## src/rtl/czioport_if.sv

```systemverilog
// Core-side I/O strobe bus plus the TX/RX byte streams of the czioport peripheral.
// master = core and stream endpoints, slave = the czioport responder.
interface czioport_if;
  logic [7:0] xPORTID_P;
  logic [7:0] xOUTDATA_P;
  logic       xWSTROBE_P;
  logic       xWSTROBEK_P;
  logic       xRSTROBE_P;
  logic [7:0] xINDATA_P;
  logic       xINT0_P;
  logic       xINT1_P;
  logic [7:0] xTXDATA_P;
  logic       xTXVALID_P;
  logic       xTXREADY_P;
  logic [7:0] xRXDATA_P;
  logic       xRXVALID_P;
  logic       xRXREADY_P;

  modport master (
    output xPORTID_P, xOUTDATA_P, xWSTROBE_P, xWSTROBEK_P, xRSTROBE_P,
    output xTXREADY_P, xRXDATA_P, xRXVALID_P,
    input  xINDATA_P, xINT0_P, xINT1_P, xTXDATA_P, xTXVALID_P, xRXREADY_P
  );

  modport slave (
    input  xPORTID_P, xOUTDATA_P, xWSTROBE_P, xWSTROBEK_P, xRSTROBE_P,
    input  xTXREADY_P, xRXDATA_P, xRXVALID_P,
    output xINDATA_P, xINT0_P, xINT1_P, xTXDATA_P, xTXVALID_P, xRXREADY_P
  );
endinterface

```

## src/rtl/czioport.sv

```systemverilog
// czioport: strobe-decoded register file with TX/RX byte FIFOs, an interval
// timer and two level interrupts (RX data available, timer expiry).
module czioport #(
  parameter int FIFO_AW = 3,
  parameter int PRESC   = 16
) (
  input logic       CLK,
  input logic       xRESETN_P,
  czioport_if.slave io
);
  localparam int DEPTH = 1 << FIFO_AW;
  localparam int PW    = (PRESC > 1) ? $clog2(PRESC) : 1;
  localparam logic [PW-1:0] PRESC_MAX = PW'(PRESC - 1);

  logic [7:0]       tx_mem_q [DEPTH];
  logic [7:0]       rx_mem_q [DEPTH];
  logic [FIFO_AW:0] tx_wr_q, tx_wr_d, tx_rd_q, tx_rd_d;
  logic [FIFO_AW:0] rx_wr_q, rx_wr_d, rx_rd_q, rx_rd_d;
  logic [1:0]       ien_q, ien_d;
  logic             pend0_q, pend0_d, pend1_q, pend1_d;
  logic             ovf_q, ovf_d, udf_q, udf_d;
  logic             int0_q, int0_d, int1_q, int1_d;
  logic [7:0]       reload_q, reload_d, cnt_q, cnt_d;
  logic [PW-1:0]    presc_q, presc_d;

  logic       wr_stb;
  logic       tx_empty, tx_full, rx_empty, rx_full;
  logic       tx_push, tx_pop, rx_push, rx_pop;
  logic       ovf_set, udf_set, tmr_exp;
  logic [3:0] pend_clr;
  logic [7:0] status, rd_mux;

  // Stream handshakes: a byte moves on a rising CLK edge exactly when valid
  // and ready are both high in the preceding cycle; valid never waits on ready.
  always_comb begin
    wr_stb   = io.xWSTROBE_P | io.xWSTROBEK_P;
    tx_empty = (tx_wr_q == tx_rd_q);
    tx_full  = (tx_wr_q[FIFO_AW] != tx_rd_q[FIFO_AW]) &&
               (tx_wr_q[FIFO_AW-1:0] == tx_rd_q[FIFO_AW-1:0]);
    rx_empty = (rx_wr_q == rx_rd_q);
    rx_full  = (rx_wr_q[FIFO_AW] != rx_rd_q[FIFO_AW]) &&
               (rx_wr_q[FIFO_AW-1:0] == rx_rd_q[FIFO_AW-1:0]);

    tx_push  = wr_stb && (io.xPORTID_P == 8'h00) && !tx_full;
    ovf_set  = wr_stb && (io.xPORTID_P == 8'h00) && tx_full;
    tx_pop   = !tx_empty && io.xTXREADY_P;
    rx_pop   = io.xRSTROBE_P && (io.xPORTID_P == 8'h00) && !rx_empty;
    udf_set  = io.xRSTROBE_P && (io.xPORTID_P == 8'h00) && rx_empty;
    rx_push  = io.xRXVALID_P && !rx_full;
    pend_clr = (wr_stb && (io.xPORTID_P == 8'h03)) ? io.xOUTDATA_P[3:0] : 4'h0;

    tx_wr_d = tx_push ? tx_wr_q + 1'b1 : tx_wr_q;
    tx_rd_d = tx_pop  ? tx_rd_q + 1'b1 : tx_rd_q;
    rx_wr_d = rx_push ? rx_wr_q + 1'b1 : rx_wr_q;
    rx_rd_d = rx_pop  ? rx_rd_q + 1'b1 : rx_rd_q;

    ien_d = (wr_stb && (io.xPORTID_P == 8'h02)) ? io.xOUTDATA_P[1:0] : ien_q;
  end

  // Interval timer: writing RELOAD restarts the period; RELOAD=0 parks it.
  always_comb begin
    reload_d = reload_q;
    cnt_d    = cnt_q;
    presc_d  = presc_q;
    tmr_exp  = 1'b0;
    if (wr_stb && (io.xPORTID_P == 8'h04)) begin
      reload_d = io.xOUTDATA_P;
      cnt_d    = io.xOUTDATA_P;
      presc_d  = '0;
    end else if (reload_q != 8'h00) begin
      if (presc_q == PRESC_MAX) begin
        presc_d = '0;
        if (cnt_q <= 8'd1) begin
          cnt_d   = reload_q;
          tmr_exp = 1'b1;
        end else begin
          cnt_d = cnt_q - 8'd1;
        end
      end else begin
        presc_d = presc_q + PW'(1);
      end
    end
  end

  // Event sources beat same-cycle write-1-to-clear.
  always_comb begin
    pend0_d = !rx_empty | (pend0_q & ~pend_clr[0]);
    pend1_d = tmr_exp   | (pend1_q & ~pend_clr[1]);
    ovf_d   = ovf_set   | (ovf_q   & ~pend_clr[2]);
    udf_d   = udf_set   | (udf_q   & ~pend_clr[3]);
    int0_d  = pend0_q & ien_q[0];
    int1_d  = pend1_q & ien_q[1];
  end

  always_comb begin
    status = {2'b00, udf_q, ovf_q, rx_full, rx_empty, tx_full, tx_empty};
    case (io.xPORTID_P)
      8'h00:   rd_mux = rx_empty ? 8'h00 : rx_mem_q[rx_rd_q[FIFO_AW-1:0]];
      8'h01:   rd_mux = status;
      8'h02:   rd_mux = {6'b0, ien_q};
      8'h03:   rd_mux = {6'b0, pend1_q, pend0_q};
      8'h04:   rd_mux = reload_q;
      default: rd_mux = 8'h00;
    endcase
  end

  always_ff @(posedge CLK or negedge xRESETN_P) begin
    if (!xRESETN_P) begin
      tx_wr_q  <= '0;
      tx_rd_q  <= '0;
      rx_wr_q  <= '0;
      rx_rd_q  <= '0;
      ien_q    <= 2'b00;
      pend0_q  <= 1'b0;
      pend1_q  <= 1'b0;
      ovf_q    <= 1'b0;
      udf_q    <= 1'b0;
      int0_q   <= 1'b0;
      int1_q   <= 1'b0;
      reload_q <= 8'h00;
      cnt_q    <= 8'h00;
      presc_q  <= '0;
    end else begin
      tx_wr_q  <= tx_wr_d;
      tx_rd_q  <= tx_rd_d;
      rx_wr_q  <= rx_wr_d;
      rx_rd_q  <= rx_rd_d;
      ien_q    <= ien_d;
      pend0_q  <= pend0_d;
      pend1_q  <= pend1_d;
      ovf_q    <= ovf_d;
      udf_q    <= udf_d;
      int0_q   <= int0_d;
      int1_q   <= int1_d;
      reload_q <= reload_d;
      cnt_q    <= cnt_d;
      presc_q  <= presc_d;
    end
  end

  // Storage needs no reset: the pointers alone define what is valid.
  always_ff @(posedge CLK) begin
    if (tx_push) tx_mem_q[tx_wr_q[FIFO_AW-1:0]] <= io.xOUTDATA_P;
    if (rx_push) rx_mem_q[rx_wr_q[FIFO_AW-1:0]] <= io.xRXDATA_P;
  end

  assign io.xINDATA_P  = xRESETN_P ? rd_mux : 8'h00;
  assign io.xINT0_P    = int0_q;
  assign io.xINT1_P    = int1_q;
  assign io.xTXVALID_P = !tx_empty;
  assign io.xTXDATA_P  = tx_empty ? 8'h00 : tx_mem_q[tx_rd_q[FIFO_AW-1:0]];
  assign io.xRXREADY_P = !rx_full;
endmodule

```

## src/flat_wrapper.sv

```systemverilog
// flat-port wrapper written by rule: the top's interface ports become plain ports
module czioport_flat 
#(
  parameter int FIFO_AW = 3,
  parameter int PRESC   = 16
)
  (CLK, xRESETN_P, io_xPORTID_P, io_xOUTDATA_P, io_xWSTROBE_P, io_xWSTROBEK_P, io_xRSTROBE_P, io_xTXREADY_P, io_xRXDATA_P, io_xRXVALID_P, io_xINDATA_P, io_xINT0_P, io_xINT1_P, io_xTXDATA_P, io_xTXVALID_P, io_xRXREADY_P);
  czioport_if io_i ();
  input logic CLK;
  input logic xRESETN_P;
  input wire logic [$bits(io_i.xPORTID_P)-1:0] io_xPORTID_P;
  input wire logic [$bits(io_i.xOUTDATA_P)-1:0] io_xOUTDATA_P;
  input wire logic [$bits(io_i.xWSTROBE_P)-1:0] io_xWSTROBE_P;
  input wire logic [$bits(io_i.xWSTROBEK_P)-1:0] io_xWSTROBEK_P;
  input wire logic [$bits(io_i.xRSTROBE_P)-1:0] io_xRSTROBE_P;
  input wire logic [$bits(io_i.xTXREADY_P)-1:0] io_xTXREADY_P;
  input wire logic [$bits(io_i.xRXDATA_P)-1:0] io_xRXDATA_P;
  input wire logic [$bits(io_i.xRXVALID_P)-1:0] io_xRXVALID_P;
  output wire logic [$bits(io_i.xINDATA_P)-1:0] io_xINDATA_P;
  output wire logic [$bits(io_i.xINT0_P)-1:0] io_xINT0_P;
  output wire logic [$bits(io_i.xINT1_P)-1:0] io_xINT1_P;
  output wire logic [$bits(io_i.xTXDATA_P)-1:0] io_xTXDATA_P;
  output wire logic [$bits(io_i.xTXVALID_P)-1:0] io_xTXVALID_P;
  output wire logic [$bits(io_i.xRXREADY_P)-1:0] io_xRXREADY_P;
  assign io_i.xPORTID_P = io_xPORTID_P;
  assign io_i.xOUTDATA_P = io_xOUTDATA_P;
  assign io_i.xWSTROBE_P = io_xWSTROBE_P;
  assign io_i.xWSTROBEK_P = io_xWSTROBEK_P;
  assign io_i.xRSTROBE_P = io_xRSTROBE_P;
  assign io_i.xTXREADY_P = io_xTXREADY_P;
  assign io_i.xRXDATA_P = io_xRXDATA_P;
  assign io_i.xRXVALID_P = io_xRXVALID_P;
  assign io_xINDATA_P = io_i.xINDATA_P;
  assign io_xINT0_P = io_i.xINT0_P;
  assign io_xINT1_P = io_i.xINT1_P;
  assign io_xTXDATA_P = io_i.xTXDATA_P;
  assign io_xTXVALID_P = io_i.xTXVALID_P;
  assign io_xRXREADY_P = io_i.xRXREADY_P;
  czioport #(.FIFO_AW(FIFO_AW), .PRESC(PRESC)) u_core (.CLK(CLK), .xRESETN_P(xRESETN_P), .io(io_i));
endmodule
```

## config.mk

```make
export PLATFORM = sky130hd
export DESIGN_NAME = czioport_flat
export DESIGN_NICKNAME = d
export VERILOG_FILES = /design/src/rtl/czioport_if.sv /design/src/rtl/czioport.sv /design/src/flat_wrapper.sv
export SDC_FILE = /design/constraint.sdc
export NUM_CORES = 1
export LEC_CHECK = 0
export BUFFER_PORTS_ARGS = -buffer_cell sky130_fd_sc_hd__buf_2
export CORE_MARGIN = 10
export CORE_UTILIZATION = 55
export DETAILED_ROUTE_END_ITERATION = 7
export GPL_ROUTABILITY_DRIVEN = 0
export PLACE_DENSITY = 0.73
export SETUP_SLACK_MARGIN = 0.2
export SYNTH_ARGS = -nofsm -noshare
export SYNTH_HDL_FRONTEND = slang
export SYNTH_SLANG_ARGS = --single-unit
export TNS_END_PERCENT = 20
```

## constraint.sdc

```tcl
create_clock -name CLK -period 7.45 [get_ports CLK]
set_input_delay 1.49 -clock CLK [delete_from_list [all_inputs] [get_ports CLK]]
set_output_delay 1.49 -clock CLK [all_outputs]
set_load 0.01 [all_outputs]
```

==> flow_summary.yaml <==
status:
  outcome: "completed"
detailed_routing:
  drt_pass1_iterations: 5
  vias: 4634
  initialDrtViolationCount: 358
  vias_per_cell: 6.089
  remaining_drc_errors: 0
  ant_nets: 0
  wl_um: 15750
  wl_per_cell_um: 20.69
cts:
  cts_setup_buffers: 0
  cts.reportedPaths.clkPinSlew_ps: 60
  cts_hold_repair.buffers: 0
  clock_latency_ps: 420
  cts_buffers: 17
  clock_path_buffers: 2
  cts_tree: "done"
  cts_resized: 0
  htree_levels: 4
  cts_root_buffer: "clkbuf_16"
  cts.sinks: 172
finish:
  final_cell_mix: "edfxtp_1 (128), buf_2 (50), dfrtp_1 (44), nand2_1 (37), mux4_2 (32)"
  nets: 606
  layout_commonest_cell: "edfxtp_1"
  final_design_area_no_fill_sq_um: 8638
  syn2layout_area_growth_pct: 12.76
  drive_gt1_frac: 0.2530
  antenna_cells: 0
global_routing:
  grt_pass1_vias: 4718
  grt_overflow_total: 0
  grt_first_pass_wirelength_um: 25280
  grt_max_degree: 52
  grtUsageTotal: 0.1662
  antenna_found_initial: 0
critical_path:
  path_class: "primary input to output port"
  slowest_stage: "or4_4"
  cp_max_fo: 7
  worst-path-buf-inv: 2
  worstSetupStartpointType: "primary input"
  critPathTopFamily: "simple AND/OR/NAND/NOR gates"
  end_kind: "output port"
  cp_cell_sequence: "buf_2 > or4_4 > or2_4 > or4_4 > a311oi_2 > buf_2"
  max_stage_delay_ps: 580
  cp.required_ps: 5960
  critical_path_arrival_ps: 3500
synthesis:
  async_flop_share: 0.2558
  syn_avg_cell_area_sq_um: 14.85
  synthDistinctLibCells: 56
  netlist.top_cell.by_area: "edfxtp_1"
  synth_ff_type: "edfxtp_1"
  syn_nets: 554
  synthTopCellsByArea: "edfxtp_1 (50%), dfrtp_1 (14%), mux4_2 (9.4%), mux2_2 (2.1%), xnor2_1 (1.8%)"
  synth_top_cell_area_share: 0.5017
  yosysWarnings: 0
  syn_area_sq_um: 7661
  syn-instance-count: 516
  synth-edff-count: 128
  yosysSeqAreaShare: 0.6454
  ys_ff_latch: 172
sta:
  slew_viol_final: 0
  fin_crit_ps: 4991
  worst_slew_pin_slew_ps: 1026
  grt_setup_unrepaired: "no"
  final-setup-viol-count: 0
  maxSlewHeadroom: 0.3124
  clock.fmax_ghz: 0.2004
  hold_viol_final: 0
  fin_tns_setup_ps: 0
  worst_slack_ps: 2459
  finalClockSkew_ps: 6.291
  fin_crit_sh: 0.6699
floorplan:
  rows: 43
  start_util: 0.5562
  die_y_um: 138.0
  io_pins: 51
  core_area_sq_um: 13770
  chipWidth_um: 138.0
  die-area_sq_um: 19050
power_and_ir_drop:
  p_per_area_nw_per_um2: 309.3
  p_leak_uw: 0.003071
  fin_total_pwr_uw: 2672
  ir_worst_vdd_uv: 164.5
placement:
  dp_slack_ps: 2436
  dpl-instance-area_sq_um: 8110
  port_buffers: 50
  hpwlAfterDp_um: 10670
flow_run:
  maxCapViolCount: 0
min_path:
  hold_path_class: "flip-flop to flip-flop"
-- layout make-up --
class / count / area, sq um
Fill cell: 1082 / 5135
Sequential cell: 172 / 4945
Multi-Input combinational cell: 309 / 2581
Clock buffer: 20 / 436.7
Timing Repair Buffer: 61 / 332.8
Tap cell: 180 / 225.2
Clock inverter: 12 / 91.34
Inverter: 7 / 26.28
-- power breakdown --
part | leakage [uW] | internal (uW) | switching, uW
clock network | 0.000245 | 428 | 356
registers | 0.00171 | 1140 | 132
logic | 0.00112 | 286 | 327
total | 0.00307 | 1860 | 815
-- final timing paths --
path	startpoint	end	slack, ps	depth (start not counted)
worst max-delay path	io_xPORTID_P[5]	io_xINDATA_P[1]	2460	6
worst min-delay path	u_core.tx_wr_q[3]	u_core.tx_wr_q[3]	490	1
worst max register to register	u_core.tx_rd_q[1]	u_core.tx_mem_q[5][5]	4770	4
worst min register to register	u_core.tx_wr_q[3]	u_core.tx_wr_q[3]	490	1
max in group asynchronous	xRESETN_P	u_core.io.xINT1_P	5830	2
min in group asynchronous	xRESETN_P	u_core.tx_rd_q[3]	1160	2
-- state kept, by name, indices dropped and copies added (netlist names), 8 cells and up --
register         cells
u_core.tx_mem_q     64
u_core.reload_q      8
u_core.cnt_q         8
u_core.rx_mem_q     64
-- metal layers --
layer / routed length (um) / track usage / share of wire / vias up
li1: - / - / - / 2110
met1: 6839 / 0.2163 / 0.43 / 2347
met2: 7781 / 0.2633 / 0.49 / 159
met3: 943 / 0.04829 / 0.060 / 18
met4: 184 / 0.05216 / 0.012 / 0
met5: 0 / 0 / 0 / -
-- through the flow --
step / hold WS [ps] / utilization / cells
3_3_place_gp: 478.7 / 0.5888 / 729
3_5_place_dp: 485.7 / 0.5888 / 729
2_1_floorplan: 456.5 / - / 516
6_report: 492.8 / 0.6272 / 761
5_1_grt: 503.3 / 0.6272 / 761
4_1_cts: 494.1 / 0.6272 / 761
-- cell families after synthesis --
group	Yosys count	share of synthesized area
buf+inv	35	0.01895
compound gates	59	0.05308
xor+xnor	27	0.03087
simple gates	159	0.1112
mux	57	0.1290
fa+ha+maj	7	0.01143
flops	172	0.6454
-- cells in the mapped netlist (all sizes together), types with 11 or more instances --
| master | n |
|---|---|
| mux2i | 11 |
| mux4 | 32 |
| edfxtp | 128 |
| nor4 | 12 |
| nor2 | 28 |
| mux2 | 14 |
| dfrtp | 44 |
| xnor2 | 16 |
| nand2 | 37 |
| nor3 | 14 |
| clkbuf | 19 |
| nand3 | 15 |
| a21oi | 16 |
| xor2 | 11 |
(Power assumes the default switching activity.)
